## src/rtl/packet_scheduler.sv

```systemverilog
// Data-island packet scheduler: buffers stereo audio, tracks ACR/InfoFrame requests and
// picks the packet for each 32-cycle slot by fixed priority, holding it while hdmi sends it.
module packet_scheduler #(
  parameter int AUDIO_BIT_WIDTH = 16,
  parameter int FIFO_DEPTH      = 8,
  parameter int ACR_PERIOD      = 27000
) (
  input  logic                                clk_pixel,
  input  logic                                reset_n,
  input  logic                                audio_in_valid,
  output logic                                audio_in_ready,
  input  logic [1:0][AUDIO_BIT_WIDTH-1:0]     audio_in_word,
  input  logic                                frame_start,
  input  logic                                packet_enable,
  output logic [7:0]                          packet_type,
  output logic [1:0][AUDIO_BIT_WIDTH-1:0]     audio_sample_word,
  output logic [$clog2(FIFO_DEPTH):0]         fifo_level
);

  localparam int PW = $clog2(FIFO_DEPTH);
  localparam int LW = PW + 1;
  localparam int TW = $clog2(ACR_PERIOD);

  localparam logic [7:0]    PT_NULL  = 8'h00;
  localparam logic [7:0]    PT_ACR   = 8'h01;
  localparam logic [7:0]    PT_AUDIO = 8'h02;
  localparam logic [7:0]    PT_AVI   = 8'h82;
  localparam logic [7:0]    PT_AIF   = 8'h84;

  localparam logic [TW-1:0] ACR_LAST = TW'(ACR_PERIOD - 1);
  localparam logic [TW-1:0] ACR_ONE  = TW'(1);
  localparam logic [TW-1:0] ACR_ZERO = TW'(0);
  localparam logic [PW-1:0] PTR_ONE  = PW'(1);
  localparam logic [PW-1:0] PTR_ZERO = PW'(0);
  localparam logic [LW-1:0] LVL_ONE  = LW'(1);
  localparam logic [LW-1:0] LVL_ZERO = LW'(0);
  localparam logic [LW-1:0] LVL_FULL = LW'(FIFO_DEPTH);

  logic [1:0][AUDIO_BIT_WIDTH-1:0] mem_r [FIFO_DEPTH];
  logic [PW-1:0]                   wr_ptr_r;
  logic [PW-1:0]                   rd_ptr_r;
  logic [LW-1:0]                   level_r;
  logic [LW-1:0]                   level_next_s;
  logic                            ready_r;
  logic [TW-1:0]                   acr_cnt_r;
  logic                            avi_pend_r;
  logic                            aif_pend_r;
  logic                            acr_pend_r;
  logic [4:0]                      lock_cnt_r;
  logic [7:0]                      packet_type_r;
  logic [1:0][AUDIO_BIT_WIDTH-1:0] sample_word_r;
  logic [7:0]                      sel_s;
  logic                            commit_s;
  logic                            update_s;
  logic                            push_s;
  logic                            pop_s;
  logic                            acr_wrap_s;

  assign commit_s   = packet_enable && (lock_cnt_r == 5'd0);
  // The edge ending the last locked cycle re-evaluates so the next slot sees fresh data.
  assign update_s   = !commit_s && (lock_cnt_r <= 5'd1);
  assign pop_s      = commit_s && (packet_type_r == PT_AUDIO);
  assign push_s     = audio_in_valid && ready_r;
  assign acr_wrap_s = (acr_cnt_r == ACR_LAST);

  assign audio_in_ready    = ready_r;
  assign fifo_level        = level_r;
  assign packet_type       = packet_type_r;
  assign audio_sample_word = sample_word_r;

  // Fixed-priority selection from the current pending state.
  always_comb begin
    sel_s = PT_NULL;
    if (avi_pend_r) begin
      sel_s = PT_AVI;
    end else if (aif_pend_r) begin
      sel_s = PT_AIF;
    end else if (acr_pend_r) begin
      sel_s = PT_ACR;
    end else if (level_r != LVL_ZERO) begin
      sel_s = PT_AUDIO;
    end else begin
      sel_s = PT_NULL;
    end
  end

  // FIFO occupancy after this cycle's push/pop.
  always_comb begin
    level_next_s = level_r;
    case ({push_s, pop_s})
      2'b10:   level_next_s = level_r + LVL_ONE;
      2'b01:   level_next_s = level_r - LVL_ONE;
      default: level_next_s = level_r;
    endcase
  end

  // Sample storage; contents are don't-care until written.
  always_ff @(posedge clk_pixel) begin
    if (push_s) begin
      mem_r[wr_ptr_r] <= audio_in_word;
    end
  end

  // FIFO pointers, level and ready flag.
  always_ff @(posedge clk_pixel or negedge reset_n) begin
    if (!reset_n) begin
      wr_ptr_r <= PTR_ZERO;
      rd_ptr_r <= PTR_ZERO;
      level_r  <= LVL_ZERO;
      ready_r  <= 1'b1;
    end else begin
      if (push_s) begin
        wr_ptr_r <= wr_ptr_r + PTR_ONE;
      end
      if (pop_s) begin
        rd_ptr_r <= rd_ptr_r + PTR_ONE;
      end
      level_r <= level_next_s;
      ready_r <= (level_next_s != LVL_FULL);
    end
  end

  // ACR timer and request flags; a new request outranks a same-cycle retire.
  always_ff @(posedge clk_pixel or negedge reset_n) begin
    if (!reset_n) begin
      acr_cnt_r  <= ACR_ZERO;
      avi_pend_r <= 1'b0;
      aif_pend_r <= 1'b0;
      acr_pend_r <= 1'b0;
    end else begin
      acr_cnt_r  <= acr_wrap_s ? ACR_ZERO : (acr_cnt_r + ACR_ONE);
      avi_pend_r <= frame_start || (avi_pend_r && !(commit_s && (packet_type_r == PT_AVI)));
      aif_pend_r <= frame_start || (aif_pend_r && !(commit_s && (packet_type_r == PT_AIF)));
      acr_pend_r <= acr_wrap_s  || (acr_pend_r && !(commit_s && (packet_type_r == PT_ACR)));
    end
  end

  // Slot lock and the registered packet outputs.
  always_ff @(posedge clk_pixel or negedge reset_n) begin
    if (!reset_n) begin
      lock_cnt_r    <= 5'd0;
      packet_type_r <= PT_NULL;
      sample_word_r <= {(2*AUDIO_BIT_WIDTH){1'b0}};
    end else begin
      if (commit_s) begin
        lock_cnt_r <= 5'd31;
      end else if (lock_cnt_r != 5'd0) begin
        lock_cnt_r <= lock_cnt_r - 5'd1;
      end
      if (update_s) begin
        packet_type_r <= sel_s;
        if (sel_s == PT_AUDIO) begin
          sample_word_r <= mem_r[rd_ptr_r];
        end
      end
    end
  end

endmodule

```

## config.mk

```make
export PLATFORM = sky130hd
export DESIGN_NAME = packet_scheduler
export DESIGN_NICKNAME = d
export VERILOG_FILES = /design/src/rtl/packet_scheduler.sv
export SDC_FILE = /design/constraint.sdc
export NUM_CORES = 1
export LEC_CHECK = 0
export BUFFER_PORTS_ARGS = -buffer_cell sky130_fd_sc_hd__buf_2
export CAP_MARGIN = 20
export CORE_MARGIN = 4
export CORE_UTILIZATION = 37
export CTS_CLUSTER_DIAMETER = 40
export CTS_CLUSTER_SIZE = 10
export DETAILED_ROUTE_END_ITERATION = 6
export HOLD_SLACK_MARGIN = 0.12
export PLACE_DENSITY = 0.6
export SETUP_SLACK_MARGIN = 0.1
export SYNTH_ARGS = -nofsm -noshare
export SYNTH_HDL_FRONTEND = slang
export SYNTH_SLANG_ARGS = --single-unit
```

## constraint.sdc

```tcl
create_clock -name clk_pixel -period 3.9 [get_ports clk_pixel]
set_input_delay 0.39 -clock clk_pixel [delete_from_list [all_inputs] [get_ports clk_pixel]]
set_output_delay 0.39 -clock clk_pixel [all_outputs]
set_load 0.01 [all_outputs]
```

==> flow_summary_export.csv <==
group,metric,value,unit
final_layout,layout.nets,840,
final_layout,final_core_utilization,45.0,%
synthesis,most_used_standard_cells_in_the_synthesized_netlist,"256 x sky130_fd_sc_hd__edfxtp_1, 69 x sky130_fd_sc_hd__dfrtp_1, 64 x sky130_fd_sc_hd__mux4_2, 48 x sky130_fd_sc_hd__nand2_1, 35 x sky130_fd_sc_hd__mux2i_1",
detailed_routing,dr_wl_met3,1790,um
synthesis,seq_area_frac_synth,74.8,%
setup_path,worst-r2r-cell-count,9,
place,dp_hpwl,13600,um
floorplanning,floorplan.die_area,37100,um2
floorplanning,initial_core_util,37.5,%
detailed_routing,drt-wirelength-per-cell,19.5,um
detailed_routing,post-route-drc-count,0,
status,run_status,"complete, no violations",
final_layout,drive_above_1_share,27.6,%
sta,finClkSkew,19.5,ps
setup_path,arrival,3200,ps
detailed_routing,met2WireLength,12100,um
sta,timing_hold_violations_final,0,
setup_path,timing.critical_path.mode_cell,"sky130_fd_sc_hd__ha_1",
synthesis,yosys.cell_count.top_type,"sky130_fd_sc_hd__edfxtp_1",
sta,maxSlewHeadroom,32.3,%
global_routing,first_global_vias,6651,
global_routing,grt_max_degree,71,
sta,fin_crit_sh,71.1,%
clock_tree,cts_root_buffer,"sky130_fd_sc_hd__clkbuf_16",
final_layout,flow.area_growth_from_synthesis,20.0,%
setup_path,critical_path.slowest_cell,"sky130_fd_sc_hd__or4b_1",
clock_tree,cts-buffers-inserted,42,
global_routing,grt-ovfl-total,0,
hold_path,whs_endpoint,"mem_r[2][18]$_DFFE_PP_",
synthesis,synth_top_cell_by_area,"sky130_fd_sc_hd__edfxtp_1",
detailed_routing,route.top_layer_used,"met4",
flow_run,cap_violations,0,
sta,setup_tns,0,ps
sta,rsz0062_at_grt,"false",
setup_path,setup.worst_path.start_class,"flop",
synthesis,netlist_area,12600,um2
power,power-per-cell-area,620,nW/um2
setup_path,regToRegSetupSlack,1130,ps
setup_path,worst-path-max-fanout,6,
synthesis,synth_async_sr_flop_share,21.5,%
final_layout,layoutNonFillerInstCount,1275,
synthesis,post_synth_num_cell_types,46,
setup_path,worst_r2r_endpoint,"audio_in_ready$_DFF_PN1_",
setup_path,criticalPathCategory,"flop to flop",
global_routing,gr_util_all_layers,13.9,%
place,gp_congestion,0.735,
floorplanning,rows,67,
detailed_routing,wl_met1,10600,um
floorplanning,design.portCount,82,
clock_tree,clock_tree.buffer_depth,3,
hold_path,min-delay-start,"audio_in_word[18]",
setup_path,crit_family,"simple AND/OR/NAND/NOR gates",
global_routing,first_pass_grt_wire_length,39300,um
sta,fmax,0.361,GHz
synthesis,synth_edf_count,256,
sta,min_period,2770,ps
final_layout,final.fill_count,2908,
hold_path,hold_path.class,"primary input to flop",
clock_tree,clock_tree.htree_level_count,2,
floorplanning,core_region_area,33600,um2
synthesis,netlist_top_cells_area,"sky130_fd_sc_hd__edfxtp_1 61%, sky130_fd_sc_hd__dfrtp_1 14%, sky130_fd_sc_hd__mux4_2 11%",
sta,worst_slew_pin_slew,1020,ps
place,post-place-cells,1174,
power,power.total,9.39,mW
hold_path,hold_path_depth,1,
clock_tree,clkLatencyLatePin,530,ps
final_layout,layout.area.seq,9450,um2
synthesis,post-synth-top-area-fraction,60.9,%
power,p_leak,5.25,nW
synthesis,yosysWarnings,0,
sta,setup_viol,0,
setup_path,critical-path-max-stage-delay,460,ps
setup_path,timing.rr.start,"lock_cnt_r[0]$_DFFE_PN0P_",
setup_path,cp_data_required_time,4330,ps
detailed_routing,vias_post_dr,6246,
clock_tree,clkSinkCount,326,
setup_path,cp_num_buf_inv,1,
detailed_routing,dr_vias_cell,4.90,
detailed_routing,count_of_tritonroute_iterations_in_the_first_routing_pass,5,
floorplanning,fp.dieH,193,um
floorplanning,die_w,193,um
clock_tree,cts.clk_slew.worst_paths,50,ps
detailed_routing,postRouteAntennaNets,0,
detailed_routing,drt_first_iter_violations,428,
clock_tree,tritoncts,"built",
setup_path,critPathCaptureType,"flop",
setup_path,path_cells,"inv_1, ha_1, and4bb_2, and3_2, ha_1, nor3b_1, mux2i_1, xnor2_1, or4b_1",
power,ir_worst_vdd,332,uV
place,port_buffers,77,
sta,timing.final.max_slew_violations,0,
synthesis,synth_seq_cells,326,
synthesis,netlist_instances,665,
final_layout,multiInputGateArea,3060,um2
synthesis,post_synth.cell_area_avg,19.0,um2
detailed_routing,wirelength,24900,um
global_routing,antenna_found_initial,1,
synthesis,synth_top_flop_cell,"sky130_fd_sc_hd__edfxtp_1",
==> routing by layer <==
| layer | track usage [%] | up-vias |
|---|---|---|
| met5 | 0 | - |
| met4 | 3.37 | 0 |
| met3 | 3.04 | 42 |
| met2 | 22.3 | 165 |
| met1 | 19.4 | 3153 |
| li1 | - | 2886 |
==> metrics by stage <==
step	area, um2	worst slack, ps	hold WS [ps]
2_1_floorplan	12600	376	94.4
5_1_grt	15100	907	131
3_3_place_gp	13600	1220	440
3_5_place_dp	13600	1160	449
6_report	15100	1130	140
4_1_cts	15100	1130	121
==> worst max-delay path by stage <==
stage | from | to | slack [ps] | cells past startpoint
floorplan | audio_in_ready$_DFF_PN1_ | mem_r[2][0]$_DFFE_PP_ | 380 | 2
global placement | lock_cnt_r[0]$_DFFE_PN0P_ | audio_in_ready$_DFF_PN1_ | 1220 | 9
detailed placement | lock_cnt_r[0]$_DFFE_PN0P_ | audio_in_ready$_DFF_PN1_ | 1160 | 9
CTS | lock_cnt_r[0]$_DFFE_PN0P_ | audio_in_ready$_DFF_PN1_ | 1130 | 9
global route | lock_cnt_r[0]$_DFFE_PN0P_ | audio_in_ready$_DFF_PN1_ | 910 | 11
finish | lock_cnt_r[0]$_DFFE_PN0P_ | audio_in_ready$_DFF_PN1_ | 1130 | 9
==> layout make-up <==
type,count,share of cell area [%]
Antenna cell,1,0.0165
Clock buffer,64,7.69
Clock inverter,11,0.884
Inverter,5,0.124
Multi-Input combinational cell,305,20.2
Sequential cell,326,62.4
Tap cell,448,3.70
Timing Repair Buffer,115,4.97
==> cell usage in the layout, fill, tap and decap left out, types with 2 or more instances in the layout <==
master,instances
sky130_fd_sc_hd__edfxtp_1,256
sky130_fd_sc_hd__buf_2,76
sky130_fd_sc_hd__dfrtp_1,66
sky130_fd_sc_hd__and3_1,4
sky130_fd_sc_hd__clkbuf_1,20
sky130_fd_sc_hd__mux2i_1,35
sky130_fd_sc_hd__inv_1,5
sky130_fd_sc_hd__nor2_4,3
sky130_fd_sc_hd__buf_4,14
sky130_fd_sc_hd__nor3_2,4
sky130_fd_sc_hd__mux2_2,3
sky130_fd_sc_hd__dfrtp_4,2
sky130_fd_sc_hd__nor2_1,18
sky130_fd_sc_hd__nor3_1,4
sky130_fd_sc_hd__a21o_1,3
sky130_fd_sc_hd__bufinv_16,2
sky130_fd_sc_hd__clkbuf_16,43
sky130_fd_sc_hd__clkinv_8,2
sky130_fd_sc_hd__or4b_1,2
sky130_fd_sc_hd__nor2b_1,4
sky130_fd_sc_hd__clkinv_4,2
sky130_fd_sc_hd__o21ai_0,8
sky130_fd_sc_hd__o21ai_1,32
sky130_fd_sc_hd__a21oi_1,7
sky130_fd_sc_hd__nand2b_1,4
sky130_fd_sc_hd__clkinv_1,3
sky130_fd_sc_hd__nand3_1,9
sky130_fd_sc_hd__dlygate4sd3_1,24
sky130_fd_sc_hd__conb_1,4
sky130_fd_sc_hd__ha_1,8
sky130_fd_sc_hd__xnor2_1,14
sky130_fd_sc_hd__mux4_2,64
sky130_fd_sc_hd__nand2_1,48
sky130_fd_sc_hd__xor2_1,5
sky130_fd_sc_hd__nand4_1,3
sky130_fd_sc_hd__or3_1,2
==> cells by family (layout without fill, tap and decap cells) <==
group / count (synthesis) / after routing / synth area share [%]
simple gates: 117 / 117 / 4.67
buf+inv: 37 / 195 / 1.50
fa+ha+maj: 8 / 8 / 0.793
other cells: 1 / 5 / 0.0297
flops: 326 / 326 / 74.8
compound gates: 55 / 55 / 2.39
mux: 102 / 102 / 14.5
xor+xnor: 19 / 19 / 1.32
==> power breakdown <==
group / switching [mW] / leakage [nW] / total, mW / internal (mW)
clock: 1.37 / 0.620 / 3.56 / 2.19
sequential: 0.267 / 3.24 / 4.55 / 4.28
combinational: 0.715 / 1.39 / 1.28 / 0.567
==> repair_timing <==
| action | 4_1_cts | 5_1_grt |
|---|---|---|
| hold buffers | 24 | 0 |
| hold endpoints to repair | 217 | 0 |
| resized for setup | 0 | 0 |
| setup buffers | 0 | 0 |
==> registers in the layout, indices dropped and copies added, names as in the netlist <==
| name | flops |
|---|---|
| lock_cnt_r | 5 |
| fifo_level | 4 |
| acr_cnt_r | 15 |
| mem_r | 256 |
| audio_in_ready | 1 |
| acr_pend_r | 1 |
| packet_type | 4 |
| aif_pend_r | 1 |
| wr_ptr_r | 3 |
| audio_sample_word | 32 |
| rd_ptr_r | 3 |
| avi_pend_r | 1 |
Note: power is estimated with default switching activity, not from simulation.
